$ cat src/rtl/seven_segment_reader.sv
// seven_segment_reader
//
// Passive receiver for a multiplexed four-digit seven-segment display bus.
// It samples the bus and rebuilds the displayed 16-bit hex number and the
// four decimal points. Every complete, consistent frame is reported with a
// one-cycle valid pulse.
//
// Parameters:
//   settle_cycles    - identical samples needed before a digit is captured (2..255)
//   seg_active_low   - 1: segment/dot lines are lit when 0
//   anode_active_low - 1: an anode line is selected when 0
//
// Ports:
//   clk      - system clock, rising edge
//   reset_n  - asynchronous active-low reset
//   abcdefgh - segment bus, [7]=a .. [1]=g, [0]=dot
//   digit    - anode bus, bit i selects digit i
//   num      - last complete frame, digit i in num[4i+3:4i]
//   dots     - last complete frame, dot of digit i in dots[i]
//   valid    - one-cycle pulse when num/dots update
//   err      - one-cycle pulse when a settled digit has an undecodable pattern
module seven_segment_reader #(
  parameter int unsigned settle_cycles    = 4,
  parameter bit          seg_active_low   = 1'b1,
  parameter bit          anode_active_low = 1'b1
) (
  input  logic        clk,
  input  logic        reset_n,
  input  logic [7:0]  abcdefgh,
  input  logic [3:0]  digit,
  output logic [15:0] num,
  output logic [3:0]  dots,
  output logic        valid,
  output logic        err
);

  localparam logic [7:0] SETTLE_TARGET = 8'(settle_cycles);

  typedef enum logic [1:0] {BLANK, SETTLE, HELD} state_t;

  state_t      state;
  logic [7:0]  seg_s1, seg_s2;
  logic [3:0]  an_s1, an_s2;
  logic [11:0] sample_q;
  logic [7:0]  count;
  logic [15:0] shadow_num;
  logic [3:0]  shadow_dots;
  logic [3:0]  seen;

  logic [7:0]  seg_norm;
  logic [3:0]  an_norm;
  logic [11:0] sample;
  logic        selected;
  logic        same;
  logic [1:0]  idx;
  logic [4:0]  dec;
  logic [8:0]  count_inc;
  logic        do_capture;
  logic        cap_ok;
  logic        cap_bad;
  logic [15:0] shadow_num_nxt;
  logic [3:0]  shadow_dots_nxt;
  logic [3:0]  seen_nxt;
  logic        frame_done;

  // Returns {ok, nibble}; ok is 0 for any pattern outside the hex font.
  function automatic logic [4:0] decode7(input logic [6:0] s);
    case (s)
      7'b1111110: decode7 = 5'h10;
      7'b0110000: decode7 = 5'h11;
      7'b1101101: decode7 = 5'h12;
      7'b1111001: decode7 = 5'h13;
      7'b0110011: decode7 = 5'h14;
      7'b1011011: decode7 = 5'h15;
      7'b1011111: decode7 = 5'h16;
      7'b1110000: decode7 = 5'h17;
      7'b1111111: decode7 = 5'h18;
      7'b1111011: decode7 = 5'h19;
      7'b1110111: decode7 = 5'h1A;
      7'b0011111: decode7 = 5'h1B;
      7'b1001110: decode7 = 5'h1C;
      7'b0111101: decode7 = 5'h1D;
      7'b1001111: decode7 = 5'h1E;
      7'b1000111: decode7 = 5'h1F;
      default:    decode7 = 5'h00;
    endcase
  endfunction

  // Normalise so that 1 always means lit / selected. The anode and segment
  // bits together form the sample whose stability is tracked.
  always_comb begin
    seg_norm  = seg_active_low   ? ~seg_s2 : seg_s2;
    an_norm   = anode_active_low ? ~an_s2  : an_s2;
    sample    = {an_norm, seg_norm};
    selected  = (an_norm != 4'b0000) && ((an_norm & (an_norm - 4'd1)) == 4'b0000);
    same      = (sample == sample_q);
    count_inc = {1'b0, count} + 9'd1;
    dec       = decode7(seg_norm[7:1]);
    case (an_norm)
      4'b0010: idx = 2'd1;
      4'b0100: idx = 2'd2;
      4'b1000: idx = 2'd3;
      default: idx = 2'd0;
    endcase
  end

  // A capture fires on the edge where the stable count would reach the target.
  // The frame completes when the capture being made fills the last seen bit,
  // so the copy to num/dots must include that capture.
  always_comb begin
    do_capture      = (state == SETTLE) && selected && same &&
                      (count_inc >= {1'b0, SETTLE_TARGET});
    cap_ok          = do_capture && dec[4];
    cap_bad         = do_capture && !dec[4];
    shadow_num_nxt  = shadow_num;
    shadow_dots_nxt = shadow_dots;
    seen_nxt        = seen;
    if (cap_ok) begin
      shadow_num_nxt[{idx, 2'b00} +: 4] = dec[3:0];
      shadow_dots_nxt[idx]              = seg_norm[0];
      seen_nxt[idx]                     = 1'b1;
    end
    frame_done = cap_ok && (seen_nxt == 4'b1111);
  end

  always_ff @(posedge clk or negedge reset_n) begin
    if (!reset_n) begin
      seg_s1      <= '0;
      seg_s2      <= '0;
      an_s1       <= '0;
      an_s2       <= '0;
      sample_q    <= '0;
      state       <= BLANK;
      count       <= '0;
      shadow_num  <= '0;
      shadow_dots <= '0;
      seen        <= '0;
      num         <= '0;
      dots        <= '0;
      valid       <= 1'b0;
      err         <= 1'b0;
    end else begin
      seg_s1      <= abcdefgh;
      seg_s2      <= seg_s1;
      an_s1       <= digit;
      an_s2       <= an_s1;
      sample_q    <= sample;
      shadow_num  <= shadow_num_nxt;
      shadow_dots <= shadow_dots_nxt;
      seen        <= frame_done ? 4'b0000 : seen_nxt;
      valid       <= frame_done;
      err         <= cap_bad;
      if (frame_done) begin
        num  <= shadow_num_nxt;
        dots <= shadow_dots_nxt;
      end

      case (state)
        BLANK: begin
          if (selected) begin
            state <= SETTLE;
            count <= 8'd1;
          end
        end
        SETTLE: begin
          if (!selected) begin
            state <= BLANK;
          end else if (!same) begin
            count <= 8'd1;
          end else if (do_capture) begin
            state <= HELD;
            count <= SETTLE_TARGET;
          end else begin
            count <= count_inc[7:0];
          end
        end
        HELD: begin
          if (!selected) begin
            state <= BLANK;
          end else if (!same) begin
            state <= SETTLE;
            count <= 8'd1;
          end
        end
        default: state <= BLANK;
      endcase
    end
  end

endmodule

$ cat config.mk
export PLATFORM = sky130hd
export DESIGN_NAME = seven_segment_reader
export DESIGN_NICKNAME = d
export VERILOG_FILES = /design/src/rtl/seven_segment_reader.sv
export SDC_FILE = /design/constraint.sdc
export NUM_CORES = 1
export LEC_CHECK = 0
export ABC_AREA = 0
export CAP_MARGIN = 20
export CORE_MARGIN = 8
export CORE_UTILIZATION = 52
export DETAILED_ROUTE_END_ITERATION = 10
export PLACE_DENSITY = 0.86
export SYNTH_ARGS = -nofsm -noshare
export SYNTH_HDL_FRONTEND = slang
export SYNTH_SLANG_ARGS = --single-unit
$ cat constraint.sdc
create_clock -name clk -period 2.6 [get_ports clk]
set_input_delay 0.78 -clock clk [delete_from_list [all_inputs] [get_ports clk]]
set_output_delay 0.78 -clock clk [all_outputs]
set_load 0.01 [all_outputs]
# Yosys cells after proc, flatten, opt, wreduce, memory -nomap -nowiden

Index checks and enable logic that the tools add are counted.

Add/subtract/negate cells: 3
Magnitude comparators: 3
Equal/unequal tests: 30
Shifts and indexed selects: 2
Muxes and demuxes: 24
Bitwise gates (word level): 4
Reduce and logical (&&, ||, !) cells: 15

Operators by type and width:

| kind                   | number |
|---|---|
| $eq 7x7->1 const B     | 12 |
| $pmux 5 s16            | 1 |
| $mux 8                 | 6 |
| $pmux 8 s3             | 1 |
| $eq 7x6->1 const B     | 3 |
| $bwmux 16              | 1 |
| $mux 16                | 1 |
| $shift 4x6->16 const A | 1 |
| $shiftx 4x6->16        | 1 |
| $eq 12x12->1           | 1 |
| $mux 2                 | 6 |
| $mux 4                 | 3 |
| $pmux 2 s3             | 2 |
| $add 8x1->9 const B    | 1 |
| $ge 9x3->1 const B     | 1 |
| $ne 3x3->1 const B     | 3 |
| $eq 4x4->1 const B     | 2 |
| $logic_and 1x1->1      | 8 |
| $ne 2x2->1 const B     | 4 |
| $not 8->8              | 1 |
| $eq 7x5->1 const B     | 1 |
| $neg 4->6              | 1 |
| $reduce_and 5->1       | 1 |
| $and 4x4->4            | 1 |
| 18 further kinds       | 18 |

Flip-flop bits (word level): 92
Output and inout bits: 22
Word-level logic and storage cells: 95

# Longest topological paths before layout

Gate-level depths: netlist of the first run.

Depth after elaboration: 13
Mapped depth: 11
Gate-level depth less buffers: 10

# Worst setup path after synthesis of the first run

OpenSTA, ideal clock, no wires.

Kind: register -> register
Start: register seg_s2[2]
End: register dots[1]
Library setup time: 125 ps
Arrival: 2293 ps
Slack: 182 ps
Cell stages (with the launch flop): 9
Path buffers: 2
Clock period less this slack: 2418 ps
Path through: dfrtp_1 buf_6 or4b_4 a2111oi_4 nand3b_2 o2111ai_4 nor2_4 buf_6 mux2_4

Cells in the longest elaborated chain, start to end: 8
Elaborated cells on any way between the ends: 26
Classes of those cells: 18 x eq/ne; 3 x mux; 1 x bitwise; 4 x reduce/logical

RTL lines:

| what                                                | line | text |
|---|---|---|
| start: declaration                                  | 42   | `logic [7:0] seg_s1, seg_s2;` |
| start signal: assignment                            | 144  | `seg_s2 <= seg_s1;` |
| $not 8->8 *                                         | 92   | `seg_norm = seg_active_low ? ~seg_s2 : seg_s2;` |
| branches (longest 3 deep; another with $pmux 5 s16) | --   |  |
| $logic_and 1x1->1 *                                 | 113  | `cap_ok = do_capture && dec[4];` |
| $mux 4                                              | 118  | `if (cap_ok) begin` |
| $eq 4x4->1                                          | 123  | `frame_done = cap_ok && (seen_nxt == 4'b1111);` |
| $logic_and 1x1->1                                   | 123  |  |
| end signal: assignment                              | 155  | `dots <= shadow_dots_nxt;` |
| end: declaration                                    | 32   | `output logic [3:0] dots,` |

Every way passes the cells marked *.
A chain may end at the register's enable or synchronous reset.

# Final worst setup path of the first run

Start: register seg_s2[4]
End: register num[3]

Cells in the longest elaborated chain, start to end: 8
Elaborated cells on any way between the ends: 28
Classes of those cells: 18 x eq/ne; 1 x shift; 4 x mux; 1 x bitwise; 4 x reduce/logical

RTL lines:

| what                                                | line | text |
|---|---|---|
| $not 8->8 *                                         | 92   |  |
| branches (longest 7 deep; another with $pmux 5 s16) | --   |  |
| end signal: assignment                              | 154  | `num <= shadow_num_nxt;` |
| end: declaration                                    | 31   | `output logic [15:0] num,` |

Marks and branches as above.

==> reports/qor.csv, run 1 <==
metric,value,unit
crit share post-route,0.962,
register area share after synthesis,0.551,
fin cells,514,
Starting Density,0.538,
worst clock skew,0.0130,ns
HPWL Detailed,5760,um
routed len/inst,15.9,um
"critical path fanouts, max",8,
WP data arrival,2.75,ns
Synth Warn #,0,
fraction of registers with async set/reset,1.00,
final hold vios,0,
Leakage,2.25,nW
RSZ-0062 raised after global routing,false,
area share of the largest cell type after synthesis,0.551,
FMAX,400,MHz
Die Y,106,um
R2R depth,7,
Nets,430,
Slew headroom,0.627,
clk sinks,92,
Yosys reg bits,92,
"top cells by area, synth","dfrtp_1, mux2_4, o21ai_0",
final setup margin,0.0991,ns
DR vias/cell,5.55,
Mapped Cells,354,
Syn Nets,377,
vias in the first global route,2911,
Remaining DRCs,0,
"Avg Cell Area, Syn",11.8,sq um
area of the die,0.0112,sq mm
Fill cells,583,
CTS root buf,clkbuf_8,
Synth Flop Type,dfrtp_1,
FF-to-FF setup slack,0.1,ns
Final min period,2.50,ns
WP data required,2.85,ns
diode count,0,
status,completed,
Placed Area,0.00476,sq mm
"Distinct cells, synth",54,
Max clock buf depth,2,
"EDFF count, synth",0,
total of max-cap violations,0,
Buffers on Ports,35,
Max Slew Vio Count,0,
Reg area,0.00230,sq mm
startpoint types,flop,
CTS hold repair buffers,0,
Setup WS pre-CTS,-0.0200,ns
Worst-Margin Slew,0.553,ns
final wirelength,8170,um
CTS H-tree lvls,3,
Finished Cell Area,0.00499,sq mm
final setup vio count,0,
Hold Crit Class,input pin to asynchronous set/reset pin,
pwr/cell area,529,mW/mm^2
Max VDD drop,0.347,mV
DRT iter0 DRCs,178,
GP Congestion,0.872,
GRT Util Overall,0.154,
most frequent cells after synthesis,"dfrtp_1, o21ai_0, inv_1",
CORE AREA,0.00777,sq mm
WS Path Type,flop to flop,
DRT antenna net count,0,
placed cell count,496,
Synth-to-Final Area Change,19.3,%
Worst Setup End Kind,flop,
first-pass GRT wire length,14100,um
area of the multi-input gates,0.00169,sq mm
later-pin clock latency in the skew report,0.37,ns
Netlist Area Pre-Place,0.00418,sq mm
leading area contributor after synthesis,dfrtp_1,
routed vias,2853,
top-count cell post-synth,dfrtp_1,
I/O Pins,36,
Tot Pwr,2.64,mW
grt ovf,0,
layout cells sized above 1,0.172,
TritonCTS clock tree,built,
Post-Route Utilization,0.642,
largest net degree at the start of global routing,82,
DIE WIDTH,106,um
row count,32,
Worst-path clk slew,0.09,ns
initial antenna violation count,0,
DR pass1 iterations,4,
CTS Buf Count,9,
[through the flow]
| step | hold slack (ns) | TNS, ns |
|---|---|---|
| 2_1_floorplan | 0.331 | 0 |
| 3_3_place_gp | 0.332 | 0 |
| 3_5_place_dp | 0.336 | -0.162 |
| 4_1_cts | 0.229 | 0 |
| 5_1_grt | 0.228 | 0 |
| 6_report | 0.241 | 0 |
[metal layers]
| metal | up-vias | part of all wire | GRT usage |
|---|---|---|---|
| met5 | - | 0 | 0 |
| met1 | 1419 | 0.45 | 0.201 |
| met4 | 0 | 0.019 | 0.0663 |
| met2 | 68 | 0.48 | 0.240 |
| met3 | 14 | 0.049 | 0.0384 |
| li1 | 1352 | - | - |
[final timing paths]
kind | from | end
worst max-delay path | seg_s2[4]$_DFF_PN0_ | num[3]$_DFFE_PN0P_
worst min-delay path | reset_n | seg_s2[3]$_DFF_PN0_
worst max register to register | seg_s2[4]$_DFF_PN0_ | num[3]$_DFFE_PN0P_
worst min register to register | an_s1[2]$_DFF_PN0_ | an_s2[2]$_DFF_PN0_
max in group asynchronous | reset_n | count[0]$_DFFE_PN0P_
min in group clk | an_s1[2]$_DFF_PN0_ | an_s2[2]$_DFF_PN0_
[final cells by class]
type / count / area share
clock buffer: 10 / 0.0256
sequential: 92 / 0.462
multi-input combinational: 217 / 0.339
tap: 102 / 0.0256
clock inverter: 6 / 0.0140
inverter: 29 / 0.0218
timing repair buffer: 58 / 0.112
[cells in the final DEF (no fill, tap or decap), types with 3 or more instances in the layout]
master and count:
nand3_1 8, o2bb2ai_1 13, or2_2 3, nand4b_1 3, buf_12 3, nand4_1 10, xnor2_1 3, mux2i_1 8
clkbuf_8 9, nor2_1 10, a21oi_1 7, xor2_1 13, a21o_1 4, mux2_4 17, nand2_1 10, inv_1 27
ha_1 9, dfrtp_1 91, nor3_1 7, o21a_1 4, nor2b_1 6, clkdlybuf4s50_1 34, and3_1 3, o21ai_0 38
and2_1 6, buf_4 21
[logic make-up after synthesis]
logic type	count (synthesis)	share of synthesized area
flops	92	0.551
simple gates	85	0.122
compound gates	81	0.135
buf+inv	45	0.0488
mux	26	0.0829
xor+xnor	16	0.0335
fa+ha+maj	9	0.0269
[report_power, final]
part           total (mW)  switching (mW)  internal, mW
clock               0.971           0.518         0.453
sequential           1.48          0.0224          1.46
combinational       0.187           0.115        0.0721
[critical path, cell delays in order (launching register included)]
cell and delay (ns):
dfrtp_1 0.38, or4b_4 0.55, a2111oi_4 0.33, nand3b_2 0.22
o2111ai_4 0.16, nor2_4 0.27, buf_12 0.17, mux2_4 0.30
[flip-flops by register name, indices dropped and copies added, names as in the netlist]
signal       count
an_s1            4
valid            1
shadow_num      16
seg_s2           8
err              1
num             16
seen             4
dots             4
state            2
an_s2            4
sample_q        12
shadow_dots      4
count            8
seg_s1           8
[what timing repair did]
| action | 4_1_cts | 5_1_grt |
|---|---|---|
| buffers inserted | 2 | 0 |
| pin swaps | 1 | 1 |
| gates resized for setup | 1 | 5 |
| endpoints found under the setup margin | 16 | 37 |
No activity file was read; power rests on OpenSTA's default activity.
==> run 2, diff against run 1 <==
--- a/config.mk
+++ b/config.mk
@@ -9,6 +9,7 @@
 export CAP_MARGIN = 20
 export CORE_MARGIN = 8
 export CORE_UTILIZATION = 52
+export CTS_CLUSTER_SIZE = 40
 export DETAILED_ROUTE_END_ITERATION = 10
 export PLACE_DENSITY = 0.86
 export SYNTH_ARGS = -nofsm -noshare
==> results of run 2 <==
Same layout as run 1: the final DEF is identical, and so are final timing and power.
